<file path="src/rtl/uart_pkg.sv">
// Shared definitions for the 8N1 UART receiver.
// Holds the receiver FSM state type and the fixed frame-format constants.
package uart_pkg;

    localparam int   DATA_BITS  = 8;
    localparam logic START_BIT  = 1'b0;
    localparam logic STOP_BIT   = 1'b1;
    localparam logic IDLE_LEVEL = 1'b1;

    typedef enum logic [2:0] {
        ST_IDLE      = 3'd0,
        ST_START     = 3'd1,
        ST_DATA      = 3'd2,
        ST_STOP      = 3'd3,
        ST_WAIT_HIGH = 3'd4
    } rx_state_e;

endpackage

</file>
<file path="src/rtl/uart_receive_sync_2ff.sv">
// Two-flop synchronizer for a single asynchronous input bit.
// Ports: clk_in, rst_in (async, active-high), d_in (async), q_out (synchronized).
// RESET_VAL presets both flops so the output is defined during reset.
module sync_2ff #(
    parameter logic RESET_VAL = 1'b1
) (
    input  logic clk_in,
    input  logic rst_in,
    input  logic d_in,
    output logic q_out
);

    logic meta_q, meta_d;
    logic sync_q, sync_d;

    always_comb begin
        meta_d = d_in;
        sync_d = meta_q;
    end

    always_ff @(posedge clk_in or posedge rst_in) begin
        if (rst_in) begin
            meta_q <= RESET_VAL;
            sync_q <= RESET_VAL;
        end else begin
            meta_q <= meta_d;
            sync_q <= sync_d;
        end
    end

    assign q_out = sync_q;

endmodule

</file>
<file path="src/rtl/uart_receive.sv">
// 8N1 UART receiver with mid-bit sampling of a synchronized serial line.
// Ports: clk_in, rst_in (async, active-high), rx_wire_in (serial, idles high),
//        data_byte_out (last good byte), valid_out (1-cycle strobe),
//        busy_out (frame in progress), frame_err_out (1-cycle bad-stop strobe).
// Build option: define UART_RX_FRAME_ERR_EN to enable frame_err_out;
// otherwise it is tied low and no error logic exists.
module uart_receive
    import uart_pkg::*;
#(
    parameter int INPUT_CLOCK_FREQ = 100_000_000,
    parameter int BAUD_RATE        = 9600
) (
    input  logic       clk_in,
    input  logic       rst_in,
    input  logic       rx_wire_in,
    output logic [7:0] data_byte_out,
    output logic       valid_out,
    output logic       busy_out,
    output logic       frame_err_out
);

    localparam int BAUD_BIT_PERIOD = INPUT_CLOCK_FREQ / BAUD_RATE;
    localparam int HALF_PERIOD     = BAUD_BIT_PERIOD / 2;

    // Terminal counts: a sample is taken on the cycle the counter hits these.
    localparam logic [31:0] BIT_LAST  = 32'(BAUD_BIT_PERIOD - 1);
    localparam logic [31:0] HALF_LAST = 32'(HALF_PERIOD - 1);
    localparam logic [3:0]  BIT_MAX   = 4'(DATA_BITS - 1);

    logic rx_s;

    sync_2ff #(
        .RESET_VAL (IDLE_LEVEL)
    ) u_sync (
        .clk_in (clk_in),
        .rst_in (rst_in),
        .d_in   (rx_wire_in),
        .q_out  (rx_s)
    );

    rx_state_e   state_q, state_d;
    logic [31:0] cnt_q, cnt_d;
    logic [3:0]  bit_cnt_q, bit_cnt_d;
    logic [7:0]  shift_q, shift_d;
    logic [7:0]  data_q, data_d;
    logic        valid_q, valid_d;
`ifdef UART_RX_FRAME_ERR_EN
    logic        ferr_q, ferr_d;
`endif

    always_comb begin
        state_d   = state_q;
        cnt_d     = cnt_q;
        bit_cnt_d = bit_cnt_q;
        shift_d   = shift_q;
        data_d    = data_q;
        valid_d   = 1'b0;
`ifdef UART_RX_FRAME_ERR_EN
        ferr_d    = 1'b0;
`endif
        unique case (state_q)
            ST_IDLE: begin
                if (rx_s == START_BIT) begin
                    state_d   = ST_START;
                    cnt_d     = '0;
                    bit_cnt_d = '0;
                end
            end
            ST_START: begin
                if (cnt_q == HALF_LAST) begin
                    cnt_d   = '0;
                    // A line back high at mid-start was a glitch.
                    state_d = (rx_s == START_BIT) ? ST_DATA : ST_IDLE;
                end else begin
                    cnt_d = cnt_q + 32'd1;
                end
            end
            ST_DATA: begin
                if (cnt_q == BIT_LAST) begin
                    cnt_d   = '0;
                    shift_d = {rx_s, shift_q[7:1]};
                    if (bit_cnt_q == BIT_MAX) begin
                        state_d = ST_STOP;
                    end else begin
                        bit_cnt_d = bit_cnt_q + 4'd1;
                    end
                end else begin
                    cnt_d = cnt_q + 32'd1;
                end
            end
            ST_STOP: begin
                if (cnt_q == BIT_LAST) begin
                    cnt_d = '0;
                    if (rx_s == STOP_BIT) begin
                        data_d  = shift_q;
                        valid_d = 1'b1;
                        state_d = ST_IDLE;
                    end else begin
`ifdef UART_RX_FRAME_ERR_EN
                        ferr_d  = 1'b1;
`endif
                        state_d = ST_WAIT_HIGH;
                    end
                end else begin
                    cnt_d = cnt_q + 32'd1;
                end
            end
            ST_WAIT_HIGH: begin
                // Hold off start detection until the line is released.
                if (rx_s == IDLE_LEVEL) begin
                    state_d = ST_IDLE;
                end
            end
            default: begin
                state_d = ST_IDLE;
            end
        endcase
    end

    always_ff @(posedge clk_in or posedge rst_in) begin
        if (rst_in) begin
            state_q   <= ST_IDLE;
            cnt_q     <= '0;
            bit_cnt_q <= '0;
            shift_q   <= '0;
            data_q    <= '0;
            valid_q   <= 1'b0;
        end else begin
            state_q   <= state_d;
            cnt_q     <= cnt_d;
            bit_cnt_q <= bit_cnt_d;
            shift_q   <= shift_d;
            data_q    <= data_d;
            valid_q   <= valid_d;
        end
    end

`ifdef UART_RX_FRAME_ERR_EN
    always_ff @(posedge clk_in or posedge rst_in) begin
        if (rst_in) begin
            ferr_q <= 1'b0;
        end else begin
            ferr_q <= ferr_d;
        end
    end

    assign frame_err_out = ferr_q;
`else
    assign frame_err_out = 1'b0;
`endif

    assign data_byte_out = data_q;
    assign valid_out     = valid_q;
    assign busy_out      = (state_q != ST_IDLE);

endmodule
</file>
<file path="config.mk">
export PLATFORM = sky130hd
export DESIGN_NAME = uart_receive
export DESIGN_NICKNAME = d
export VERILOG_FILES = /design/src/rtl/uart_pkg.sv /design/src/rtl/uart_receive_sync_2ff.sv /design/src/rtl/uart_receive.sv
export SDC_FILE = /design/constraint.sdc
export NUM_CORES = 1
export LEC_CHECK = 0
export ABC_AREA = 0
export CAP_MARGIN = 5
export CELL_PAD_IN_SITES_DETAIL_PLACEMENT = 1
export CELL_PAD_IN_SITES_GLOBAL_PLACEMENT = 1
export CORE_ASPECT_RATIO = 0.75
export CORE_UTILIZATION = 46
export DETAILED_ROUTE_END_ITERATION = 10
export PLACE_DENSITY_LB_ADDON = 0.1
export SKIP_CTS_REPAIR_TIMING = 1
export SLEW_MARGIN = 20
export SYNTH_ARGS = -nofsm -noshare
export SYNTH_HDL_FRONTEND = slang
export SYNTH_SLANG_ARGS = --single-unit
</file>
<file path="constraint.sdc">
create_clock -name clk_in -period 3.1 [get_ports clk_in]
set_input_delay 0.62 -clock clk_in [delete_from_list [all_inputs] [get_ports clk_in]]
set_output_delay 0.62 -clock clk_in [all_outputs]
set_load 0.005 [all_outputs]
</file>
Word level (Yosys, flattened, before mapping)
Cells that the tools add are included.
{ "word_totals": {"ff_bits": 58, "word_cells": 54} }
{ "op_classes": {"add_sub_neg": 2, "n_eq_ne": 14, "muxes": 20, "n_reduce_logical": 10} }
{ "op_table": {"columns": ["op", "count"], "rows": [
  ["$mux 32", 3],
  ["$pmux 32 s3", 1],
  ["$add 32x1->32 const B", 1],
  ["$eq 32x13->1 const B", 1],
  ["$eq 32x14->1 const B", 1],
  ["$mux 3", 7],
  ["$pmux 3 s5", 1],
  ["$mux 4", 3],
  ["$ne 2x2->1 const B", 6],
  ["$pmux 4 s2", 1],
  ["$eq 3x2->1 const B", 2],
  ["$reduce_and 6->1", 1],
  ["$reduce_bool 3->1", 2],
  ["$add 4x1->4 const B", 1],
  ["$eq 4x3->1 const B", 1],
  ["$reduce_and 2->1", 2],
  ["$reduce_and 4->1", 1],
  ["$eq 3x1->1 const B", 1],
  ["$eq 3x3->1 const B", 1],
  ["$logic_not 3->1", 1],
  ["$mux 1", 3],
  ["$reduce_and 3->1", 1],
  ["$mux 2", 1],
  ["$ne 2x1->1 const B", 1],
  ["2 further kinds", 2]
]} }

Longest topological paths before layout
{ "depth": {"depth_word": 4, "mapped_depth": 9, "mapped_depth_nobuf": 6} }

Modules after synthesis
Synthesis repeated with hierarchy kept, for this count alone.
{ "unflattened": {"hier_cells": 312, "hier_area_um2": 2987.9} }
{ "by_module_without_submodules": {"columns": ["module", "instances", "cells_per_inst", "area_each_um2", "seq_area_each_um2"], "rows": [
  ["uart_receive", 1, 309, 2931.6, 1401.3],
  ["sync_2ff", 1, 3, 56.3, 52.6]
]} }

Worst setup path after synthesis
OpenSTA, ideal clock, no wires.
{ "synth_path": {"path_kind": "register to register", "from": "register cnt_q[6]", "to": "register shift_q[0]", "setup_ps": 125, "t_arrival_ps": 2087, "slack_ps": 888, "path_stages_with_launch": 7, "synth_period_minus_slack_ps": 2212, "cell_sequence": "dfrtp_1 -> buf_6 -> or3b_1 -> or3_4 -> nor4_4 -> buf_6 -> mux2_2"} }
{ "synth_via": {"elab_chain_len": 2} }
{ "synth_rtl": {"columns": ["element", "line_no", "text"], "rows": [
  ["from (decl)", "uart_receive.sv:42", "logic [31:0] cnt_q, cnt_d;"],
  ["from (signal assigned)", "uart_receive.sv:130", "cnt_q <= cnt_d;"],
  ["$eq 32x14->1", "uart_receive.sv:79", "if (cnt_q == BIT_LAST) begin"],
  ["$reduce_and 2->1 (no line)", null, null],
  ["to (signal assigned)", "uart_receive.sv:132", "shift_q <= shift_d;"],
  ["to (decl)", "uart_receive.sv:44", "logic [7:0] shift_q, shift_d;"]
]} }
Every way passes these cells.
A chain may end at the register's enable or synchronous reset.

Final worst setup path
{ "layout_path": {"from": "register cnt_q[2]", "to": "register cnt_q[24]"} }
{ "layout_via": {"elab_chain_len": 3} }
{ "layout_rtl": {"columns": ["element", "line_no", "text"], "rows": [
  ["$add 32x1->32, or another cell as far along", "uart_receive.sv:75, uart_receive.sv:88, uart_receive.sv:105", null],
  ["$mux 32 (on tied branches)", "uart_receive.sv:79, uart_receive.sv:92, uart_receive.sv:70", null],
  ["$pmux 32 s3 (*)", "uart_receive.sv:61", "unique case (state_q)"]
]} }
Every way passes the cells marked *; elsewhere a longest branch is shown, timed or not.

==> impl_metrics.tcl <==
set metrics [dict create \
    drv_slew 0 \
    ir_worst_vdd_mv 0.3008 \
    row_count 25 \
    synth_top_area_frac 0.4588 \
    postSynthAreaPerCell_um2 10.35 \
    yosys-top-cells-count "56 x dfrtp_1, 23 x nor2_1, 18 x nand2_1, 17 x a21oi_1, 17 x mux2_2" \
    n_fill_cell 712 \
    ys_seq_elements 58 \
    drt-initial-drc-count 117 \
    h-tree-depth 3 \
    yosysSeqAreaShare 0.4760 \
    wl_mm 6.792 \
    numPortBuffers 12 \
    synth_nets 300 \
    n_antenna_cell 0 \
    fmax_ghz 0.3796 \
    wire_per_inst_um 17.24 \
    worst_clock_skew_ns 0.007828 \
    synthDistinctLibCells 56 \
    status "finished, final reports clean" \
    via_per_inst 5.898 \
    synth_flop_cell "dfrtp_1" \
    p_leak_nw 1.492 \
    die_area_um2 6973 \
    grt_usage 0.2218 \
    finalSetupTns_ns 0 \
    setup_viol 0 \
    finalCriticalPeriod_ns 2.635 \
    grt_pass1_vias 2266 \
    grt_overflow_total 0 \
    p_per_area_nw_per_um2 430.9 \
    insertion_delay_ns 0.34 \
    gp_congestion 0.7655 \
    core_um2 6350 \
    start_kind "flop" \
    synthTopCellsByArea "dfrtp_1 46%, mux2_2 6.3%, xor2_1 3.2%" \
    synth_top_cell_by_area "dfrtp_1" \
    worst-path-max-fanout 13 \
    crit_arrival_ns 2.90 \
    drt-pass1-iter-count 4 \
    cts-root-buf "clkbuf_8" \
    path_class "flop to flop" \
    cp.required_ns 3.37 \
    vias 2324 \
    synth_most_common_cell "dfrtp_1" \
    clockBufferDepth 2 \
    synthCells 295 \
    drc 0 \
    hold_start "u_sync.meta_q" \
    postRouteAntennaNets 0 \
    synth_area_um2 3054 \
    clk_pin_slew_worst_paths_ns 0.07 \
    crit_path_end_kind "flop" \
    die_y_um 72.57 \
    initial_core_util 0.4810 \
    cts_tree "yes" \
    synth-edff-count 0 \
    area_growth_pct 11.59 \
    cts_buffers 9 \
    hold_ws_ns 0.3580 \
    grt_max_degree 31 \
    layout-drive-gt1-share 0.1853 \
    seqCellArea_um2 1454 \
    cts_sinks 58 \
    antenna_found_initial 0 \
    async_flop_share 1.000 \
    final_nets 313 \
    finalCritPeriodShare 0.8499 \
    r2r_start "cnt_q[2]" \
    ys_warn_count 0 \
    grt_setup_unrepaired "no" \
    fin_util 0.5367 \
    hp-class "flop to flop" \
    max_slew_margin 0.5524 \
    drv_cap 0 \
    pin_count 14 \
    dp_hpwl_mm 4.625 \
    grt_pass1_wl_mm 11.67 \
    worst_slew_pin_slew_ns 0.6652 \
    dieWidth_um 96.09 \
    crit_start "cnt_q[2]" \
    multi_input_area_um2 1433 \
    hold_viol_final 0 \
]
layout by cell type, fill, tap and decap left out, types with 3 or more instances in the layout:
cell type	count
inv_1	10
or4_1	5
nand4_1	14
or3_1	8
o21ai_0	10
o31ai_1	5
nor2_1	23
xor2_1	11
nor3_1	3
clkinv_2	3
clkdlybuf4s50_1	12
nand2_1	18
xnor2_1	3
and2_1	4
and4_1	5
buf_4	6
a21oi_1	17
nor4_1	8
mux2_2	17
nor3b_1	4
nand3_1	14
clkbuf_8	9
dfrtp_1	56
nand4b_1	3
flip-flops by register name (all words and copies together), names as in the netlist:
| signal | cells |
|---|---|
| data_byte_out | 8 |
| bit_cnt_q | 4 |
| shift_q | 8 |
| valid_out | 1 |
| cnt_q | 32 |
| u_sync.q_out | 1 |
| u_sync.meta_q | 1 |
| state_q | 3 |
layer usage:
layer / global-route usage / vias up / wire length, µm
li1: - / 1105 / -
met5: 0 / - / 0
met3: 0.05660 / 7 / 215
met2: 0.3152 / 42 / 3012
met4: 0.07463 / 0 / 68
met1: 0.3273 / 1170 / 3496
power by group:
| part | switching, W | internal [W] |
|---|---|---|
| logic | 0.0000165 | 0.00000518 |
| clock network | 0.000318 | 0.000369 |
| registers | 0.00000168 | 0.000759 |
| total | 0.000336 | 0.00113 |
layout make-up:
class                   count  share of cell area
clock buffers               9             0.03634
multi-input cells         209              0.4203
clock inverters             7             0.02056
inverters                  11             0.01211
flip-flops and latches     58              0.4266
repair buffers             19             0.05433
well taps                  81             0.02974
worst paths after layout:
| path | end | slack, ns | cells past startpoint |
|---|---|---|---|
| max | cnt_q[24] | 0.47 | 5 |
| min | u_sync.q_out | 0.36 | 0 |
| max reg2reg | cnt_q[24] | 0.47 | 5 |
| min reg2reg | u_sync.q_out | 0.36 | 0 |
| max in group asynchronous | u_sync.q_out | 1.72 | 3 |
| min in group asynchronous | cnt_q[25] | 0.70 | 2 |
critical path, cell delays in order, from the launching register on:
cell	delay (ns)
dfrtp_1	0.49
nand4_1	0.20
nor3_1	0.48
nand4_1	0.58
or4_1	0.66
a21oi_1	0.15
kinds of logic after synthesis:
| logic type | after synthesis | synth area share |
|---|---|---|
| muxes | 17 | 0.06268 |
| DFF | 58 | 0.4760 |
| adders and majority gates | 2 | 0.008192 |
| AOI/OAI and AO/OA | 48 | 0.1057 |
| buffers and inverters | 28 | 0.05489 |
| xor gates and xnor gates | 14 | 0.04015 |
| other | 1 | 0.001228 |
| and+or+nand+nor | 127 | 0.2511 |
through the flow:
| step | cell area, µm² | power, W | cells | setup WS, ns |
|---|---|---|---|---|
| floorplan | 3054 | 0.0007869 | 295 | 0.8881 |
| global route | 3408 | 0.001525 | 394 | 0.2223 |
| global placement | 3214 | 0.0007973 | 378 | 0.6652 |
| finish | 3408 | 0.001469 | 394 | 0.4653 |
| detailed placement | 3214 | 0.0007979 | 378 | 0.5072 |
| CTS | 3408 | 0.001487 | 394 | 0.4704 |
No activity file was read; power rests on OpenSTA's default activity.
